File: src/rtl/vga_timing.sv
// -----------------------------------------------------------------------------
// vga_timing
//
// Pixel-timing generator for the 640x480@60 Hz display path. A clock divider
// produces a one-clk pixel strobe; horizontal/vertical scan counters advance on
// that strobe. Sync, blanking and an end-of-frame strobe are registered so they
// line up with the col/row coordinates they describe.
//
// Ports:
//   clk         in   system clock, all state on rising edge
//   rst         in   asynchronous reset, active-low
//   pix_en      out  one-clk pixel strobe (divider at CLK_DIV-1)
//   col         out  [9:0] horizontal counter, 0..H_TOTAL-1
//   row         out  [9:0] vertical counter,   0..V_TOTAL-1
//   video_on    out  high while (col,row) is inside the active area
//   hs          out  horizontal sync, active-low
//   vs          out  vertical sync, active-low
//   frame_tick  out  one-clk pulse in the cycle after the (last,last)->(0,0) wrap
//
// Build option:
//   VGA_TIMING_ROM_ALIGN_EN  when defined, hs/vs/video_on pass through one more
//                            pixel-rate register so they line up with sprite ROM
//                            data that has one pixel of read latency. col, row,
//                            frame_tick and pix_en are not delayed.
// -----------------------------------------------------------------------------
`timescale 1ns/1ps

module vga_timing #(
  parameter int CLK_DIV  = 4,
  parameter int H_ACTIVE = 640,
  parameter int H_FP     = 16,
  parameter int H_SYNC   = 96,
  parameter int H_BP     = 48,
  parameter int V_ACTIVE = 480,
  parameter int V_FP     = 10,
  parameter int V_SYNC   = 2,
  parameter int V_BP     = 33
) (
  input  logic       clk,
  input  logic       rst,
  output logic       pix_en,
  output logic [9:0] col,
  output logic [9:0] row,
  output logic       video_on,
  output logic       hs,
  output logic       vs,
  output logic       frame_tick
);

  localparam int H_TOTAL = H_ACTIVE + H_FP + H_SYNC + H_BP;
  localparam int V_TOTAL = V_ACTIVE + V_FP + V_SYNC + V_BP;
  localparam int DIV_W   = $clog2(CLK_DIV);

  localparam logic [DIV_W-1:0] DIV_LAST = DIV_W'(CLK_DIV - 1);

  // All boundaries are expressed as inclusive "last" values so every constant
  // fits in the 10-bit counter range, even when a total reaches 1024.
  localparam logic [9:0] H_LAST     = 10'(H_TOTAL - 1);
  localparam logic [9:0] V_LAST     = 10'(V_TOTAL - 1);
  localparam logic [9:0] H_ACT_LAST = 10'(H_ACTIVE - 1);
  localparam logic [9:0] V_ACT_LAST = 10'(V_ACTIVE - 1);
  localparam logic [9:0] HS_FIRST   = 10'(H_ACTIVE + H_FP);
  localparam logic [9:0] HS_LAST    = 10'(H_ACTIVE + H_FP + H_SYNC - 1);
  localparam logic [9:0] VS_FIRST   = 10'(V_ACTIVE + V_FP);
  localparam logic [9:0] VS_LAST    = 10'(V_ACTIVE + V_FP + V_SYNC - 1);

  logic [DIV_W-1:0] div;
  logic [9:0]       col_nxt;
  logic [9:0]       row_nxt;
  logic             video_nxt;
  logic             hs_nxt;
  logic             vs_nxt;
  logic             video_q;
  logic             hs_q;
  logic             vs_q;

  assign pix_en = (div == DIV_LAST);

  // Next counter values, and the sync/blank levels that belong to them, so the
  // registered derived outputs are coincident with the registered counters.
  always_comb begin
    // NOTE: every signal driven here gets a default first; a path that leaves
    // one unassigned would infer a latch.
    col_nxt = col;
    row_nxt = row;
    if (pix_en) begin
      if (col == H_LAST) begin
        col_nxt = '0;
        row_nxt = (row == V_LAST) ? '0 : row + 10'd1;
      end else begin
        col_nxt = col + 10'd1;
      end
    end
    video_nxt = (col_nxt <= H_ACT_LAST) && (row_nxt <= V_ACT_LAST);
    hs_nxt    = !((col_nxt >= HS_FIRST) && (col_nxt <= HS_LAST));
    vs_nxt    = !((row_nxt >= VS_FIRST) && (row_nxt <= VS_LAST));
  end

  // NOTE: sequential state uses non-blocking assignments so every register
  // samples pre-edge values regardless of statement order.
  always_ff @(posedge clk or negedge rst) begin
    if (!rst) begin
      div        <= '0;
      col        <= '0;
      row        <= '0;
      video_q    <= 1'b0;
      hs_q       <= 1'b1;
      vs_q       <= 1'b1;
      frame_tick <= 1'b0;
    end else begin
      div        <= pix_en ? '0 : div + DIV_W'(1);
      // Set by the pixel edge that performs the full-frame wrap, so it is high
      // for exactly the one clk while the counters read (0,0).
      frame_tick <= pix_en && (col == H_LAST) && (row == V_LAST);
      if (pix_en) begin
        col     <= col_nxt;
        row     <= row_nxt;
        video_q <= video_nxt;
        hs_q    <= hs_nxt;
        vs_q    <= vs_nxt;
      end
    end
  end

`ifdef VGA_TIMING_ROM_ALIGN_EN
  logic video_d;
  logic hs_d;
  logic vs_d;

  always_ff @(posedge clk or negedge rst) begin
    if (!rst) begin
      video_d <= 1'b0;
      hs_d    <= 1'b1;
      vs_d    <= 1'b1;
    end else if (pix_en) begin
      video_d <= video_q;
      hs_d    <= hs_q;
      vs_d    <= vs_q;
    end
  end

  assign video_on = video_d;
  assign hs       = hs_d;
  assign vs       = vs_d;
`else
  assign video_on = video_q;
  assign hs       = hs_q;
  assign vs       = vs_q;
`endif

endmodule
File: config.mk
export PLATFORM = sky130hd
export DESIGN_NAME = vga_timing
export DESIGN_NICKNAME = d
export VERILOG_FILES = /design/src/rtl/vga_timing.sv
export SDC_FILE = /design/constraint.sdc
export NUM_CORES = 1
export LEC_CHECK = 0
export BUFFER_PORTS_ARGS = -buffer_cell sky130_fd_sc_hd__buf_2
export CAP_MARGIN = 30
export CORE_ASPECT_RATIO = 1.2
export CORE_MARGIN = 2
export CORE_UTILIZATION = 49
export DETAILED_ROUTE_END_ITERATION = 6
export PLACE_DENSITY = 0.75
export SYNTH_ARGS = -nofsm -noshare
export SYNTH_HDL_FRONTEND = slang
export SYNTH_SLANG_ARGS = --single-unit
File: constraint.sdc
create_clock -name clk -period 2.6 [get_ports clk]
set_clock_uncertainty 0.1 [all_clocks]
set_input_delay 0.39 -clock clk [delete_from_list [all_inputs] [get_ports clk]]
set_output_delay 0.39 -clock clk [all_outputs]
set_load 0.1 [all_outputs]
Yosys cells after proc, flatten, opt, wreduce, memory -nomap -nowiden
Index checks and enable logic that the tools add are counted.
Word-level totals
  bits in latches: 0
  output and inout bits: 25
  bits in registers: 26
  memory bits (read-only): 0
  word-level logic and storage cells: 32
  RAM bits: 0
  input bits: 2
  memories kept: 0
Operators by class
  equality and inequality tests: 3
  shift-type cells: 0
  div/mod/pow operators: 0
  add/subtract/negate cells: 3
  order comparisons: 6
  multiply operators: 0
  multiplexer cells: 6
  reductions and logical operators: 7
  bitwise logic cells: 0
Operators with widths (count)
  10-bit two-way mux: 5
  10-bit by 1-bit adder with 10-bit output, second input constant: 2
  10-bit equality test, second input constant: 2
  10-bit less-or-equal comparator, second input constant: 2
  10-bit by 9-bit less-or-equal comparator with 1-bit output, second input constant: 2
  10-bit >= comparator, second input constant: 1
  10-bit by 9-bit >= comparator with 1-bit output, second input constant: 1
  1-bit logical AND: 5
  2-bit by 1-bit adder with 2-bit output, second input constant: 1
  2-bit equality test, second input constant: 1
  1-bit zero test: 2
  2-bit two-way mux: 1

Logic depth before layout (Yosys ltp)
  depth after elaboration: 7
  mapped depth: 9
  gate-level depth less buffers: 8

Worst setup path before layout
No wires, ideal clock.
  path type: register to register
  start point: register div[0]
  end point: register vs_q, in the netlist vs
  period minus slack after synthesis: 3.120 ns
  arrival time: 2.943 ns
  required time: 2.423 ns
  setup time: 0.077 ns
  setup slack: -0.520 ns
  path buffers: 1
  stages on the path, launching flop included: 9
  cell sequence: dfrtp_1 -> ha_1 -> nand2_1 -> or4_1 -> buf_2 -> or4_1 -> nand2_1 -> and4b_1 -> a31oi_1
On the way
  longest elaborated chain between the ends: 5
  elaborated cells between the ends (all ways): 6
  classes of those cells: order compare: 2; eq/ne: 1; mux: 1; reduce/logical: 2
Ends and longest elaborated chain
  start: declaration: RTL line 67  | logic [DIV_W-1:0] div;
  start signal: assignment: RTL line 111  | div <= pix_en ? '0 : div + DIV_W'(1);
  2-bit equality test *: RTL line 77  | assign pix_en = (div == DIV_LAST);
  via pix_en: RTL line 41  | output logic pix_en,
  10-bit two-way mux: RTL line 86  | if (pix_en) begin
  10-bit by 9-bit >= comparator with 1-bit output / 10-bit by 9-bit less-or-equal comparator with 1-bit output (equally long branches): RTL line 96  | vs_nxt = !((row_nxt >= VS_FIRST) && (row_nxt <= VS_LAST));
  1-bit logical AND: RTL line 96
  1-bit zero test: RTL line 96
  end signal: assignment: RTL line 120  | vs_q <= vs_nxt;
  end: declaration: RTL line 75  | logic vs_q;
Mark *: on every way through the listed nets, which the timed path passes. The rest lies on a longest branch.
A chain may end at the register's enable or synchronous reset.

Final worst setup path
  start point: register col[1]
  end point: register video_q, in the netlist video_on
On the way
  longest elaborated chain between the ends: 5
  elaborated cells between the ends (all ways): 9
  classes of those cells: add/sub: 1; order compare: 2; eq/ne: 1; mux: 4; reduce/logical: 1
Ends and longest elaborated chain
  start: declaration: RTL line 42  | output logic [9:0] col,
  start signal: assignment: RTL line 116  | col <= col_nxt;
  10-bit by 1-bit adder with 10-bit output / 10-bit equality test (equally long branches): RTL line 91, 87
  10-bit two-way mux: RTL line 87  | if (col == H_LAST) begin
  10-bit two-way mux: RTL line 86
  10-bit less-or-equal comparator / 10-bit by 9-bit less-or-equal comparator with 1-bit output (equally long branches): RTL line 94  | video_nxt = (col_nxt <= H_ACT_LAST) && (row_nxt <= V_ACT_LAST);
  1-bit logical AND *: RTL line 94
  end signal: assignment: RTL line 118  | video_q <= video_nxt;
  end: declaration: RTL line 73  | logic video_q;
Every way passes the cells marked *; elsewhere a longest branch is shown, timed or not.

==> results.md <==
- CP required: 2.74 ns
- Synthesis warning total: 0
- Finished Layout Cells: 215
- Worst-path clk slew: 0.15 ns
- CTS H-tree depth: 1
- Clk root buf: clkbuf_4
- Post-layout nets: 188
- Initial Utilization: 0.5149
- Number of CTS-inserted buffers: 3
- N_diodes: 0
- Commonest non-fill, non-tap cell in the layout: buf_2
- Worst-case reg-to-reg path depth: 7
- Worst-Margin Slew: 0.5874 ns
- Core box area: 2811 um^2
- Cell Area, Synth: 1448 um^2
- Post-synthesis register bit count: 26
- Routability congestion estimate: 0.8576
- Synth cell types: 41
- # DRC: 0
- Clk Latency, worst-skew pair: 0.33 ns
- Final setup fails: 0
- Setup crit end kind: flip-flop
- Startpoint types: flip-flop
- Hold violation count in the final report: 0
- Row count: 21
- Slew HR: 0.6084
- Worst Path Max Fanout: 9
- Sequential fraction of the synthesis area: 0.4512
- Cells after synthesis: 155
- Yosys top cell by area: dfrtp_1
- Vias: 1,233
- Worst EP arrival: 2.54 ns
- Synth top area cells: dfrtp_1 (41%), nand2_1 (4.9%), o21ai_0 (4.1%), dfstp_2 (3.6%), xor2_1 (3.6%)
- Chip height: 63.54 um
- Fin. max-slew vios: 0
- Crit share post-route: 0.9234
- Min-Delay Path Class: reg -> reg
- CTS tree: done
- Maximum clock path buffer count: 2
- CTS sink cnt: 26
- Detailed Routing Iterations Pass 1: 4
- Leakage power: 0.7254 nW
- Power Density: 366.1 nW/um^2
- Iter 0 DRT Violations: 15
- Final worst slack: 0.1991 ns
- Hpwl dp: 2.421 mm
- Area Overhead vs Synth: 18.41%
- Routed len/inst: 15.26 um
- Die W: 53.62 um
- Share of layout cells above drive strength 1: 0.2928
- Routed wire length: 3.281 mm
- Post-synth top area share: 0.4149
- Synthesized Nets: 161
- Outcome: completed
- Total gr overflow: 0
- Most frequent cells in the layout: buf_2 (26), nand2_1 (19), dfrtp_1 (13)
- First-pass GRT wire length: 5.706 mm
- Setup CP Type: reg -> reg
- Post-layout minimum cycle time: 2.401 ns
- Setup Fix Bufs, Post-CTS: 0
- Io pins: 27
- Core Util, Final: 0.6097
- Peak VDD IR: 255.6 uV
- IO buf count: 26
- Via density per instance: 5.735
- Largest net degree at the start of global routing: 27
- DP Cell Count: 210
- WHS Path Cells: 1
- Initial antenna violation count: 0
- Max-cap viol count: 0
- Area of the die: 3407 um^2
- GR Util All Layers: 0.2274
- Max frequency: 416.5 MHz
- Routed Antenna Nets: 0
- RSZ-0062 raised after global routing: no
- Pwr Total: 627.5 uW
- Number of global-route vias before repair: 1,252
- Mean Syn Cell Area: 9.340 um^2
- Final TNS setup: 0 ns
- Dpl ws: 0.2396 ns
cell type report:
| class | count | area [um^2] |
|---|---|---|
| clock buffer | 4 | 36.28 |
| sequential | 26 | 684.4 |
| tap | 34 | 42.54 |
| fill | 256 | 1097 |
| timing repair buffer | 31 | 170.2 |
| multi-input combinational | 115 | 762.0 |
| inverter | 5 | 18.77 |
registers in the layout, summed over array words and instances, names as in the netlist:
register    flops
col            10
row            10
div             2
frame_tick      1
hs              1
video_on        1
vs              1
repair_timing:
| item | CTS | global route |
|---|---|---|
| hold buffers | 1 | 0 |
| endpoints found under the hold margin | 24 | 0 |
| gates resized for setup | 0 | 0 |
synth_stat cells:
cell / count
a21oi_1: 4
o22a_1: 1
buf_2: 1
nand3_1: 8
o32ai_1: 1
a21o_1: 1
xor2_1: 6
nor4b_1: 2
and4_1: 1
a31oi_1: 3
or4_1: 4
dfrtp_1: 24
and4b_1: 1
mux2_2: 2
buf_6: 1
xnor2_1: 4
and3_1: 2
a21boi_0: 1
clkbuf_1: 7
nor2_1: 10
nor3b_1: 1
o2bb2ai_1: 1
nor3_1: 4
o21bai_1: 1
a32oi_1: 1
or2_1: 1
nand2_1: 19
nand3b_1: 2
o31ai_1: 1
nor4_1: 1
nand2b_1: 2
o211ai_1: 3
dfstp_2: 2
ha_1: 4
o21ai_0: 12
inv_1: 5
or3_1: 2
o21a_1: 1
nand4_1: 6
o22ai_1: 1
nand4bb_4: 1
metrics by stage:
stage	cell area (um^2)	hold WS, ns
after global routing	1714	0.4109
after detailed placement	1668	0.3301
after global placement	1668	0.3171
after CTS	1714	0.3854
final	1714	0.3869
after floorplan	1514	-0.005591
cells by family (layout without fill, tap and decap cells):
logic type,count (synthesis),in the layout,synth area share
xor+xnor,10,10,0.06050
flops,26,26,0.4512
fa+ha+maj,4,4,0.03457
simple gates,67,67,0.2576
buf+inv,14,40,0.04235
compound gates,32,32,0.1383
mux,2,2,0.01556
power by group:
part	internal (mW)	switching, mW	total, mW
Sequential	0.404	0	0.404
Clock	0.0858	0.128	0.214
Combinational	0.00151	0.00780	0.00931
Total	0.492	0.136	0.628
routing by layer:
metal | share of wire | global-route usage | vias up | wire length (um)
li1 | - | - | 615 | -
met1 | 0.43 | 0.2864 | 591 | 1420
met2 | 0.53 | 0.3812 | 23 | 1731
met3 | 0.027 | 0.02133 | 4 | 88
met4 | 0.012 | 0.1026 | 0 | 40
met5 | 0 | 0 | - | 0
final timing paths:
| path | startpoint | slack, ns | to |
|---|---|---|---|
| setup / recovery | col[1] | 0.20 | video_on |
| hold / removal | div[0] | 0.39 | div[0] |
| min in group asynchronous | rst | 0.47 | col[0] |
| max in group asynchronous | rst | 1.49 | col[6] |
| setup reg to reg | col[1] | 0.20 | video_on |
| hold reg to reg | div[0] | 0.39 | div[0] |
worst max-delay path: stages (launching register included):
cell      delay (ns)
dfrtp_4         0.48
ha_4            0.14
nand2_1         0.13
or4_4           0.62
or2_1           0.32
o21bai_1        0.16
a21oi_1         0.10
o32ai_1         0.26
Note: power is estimated with default switching activity, not from simulation.
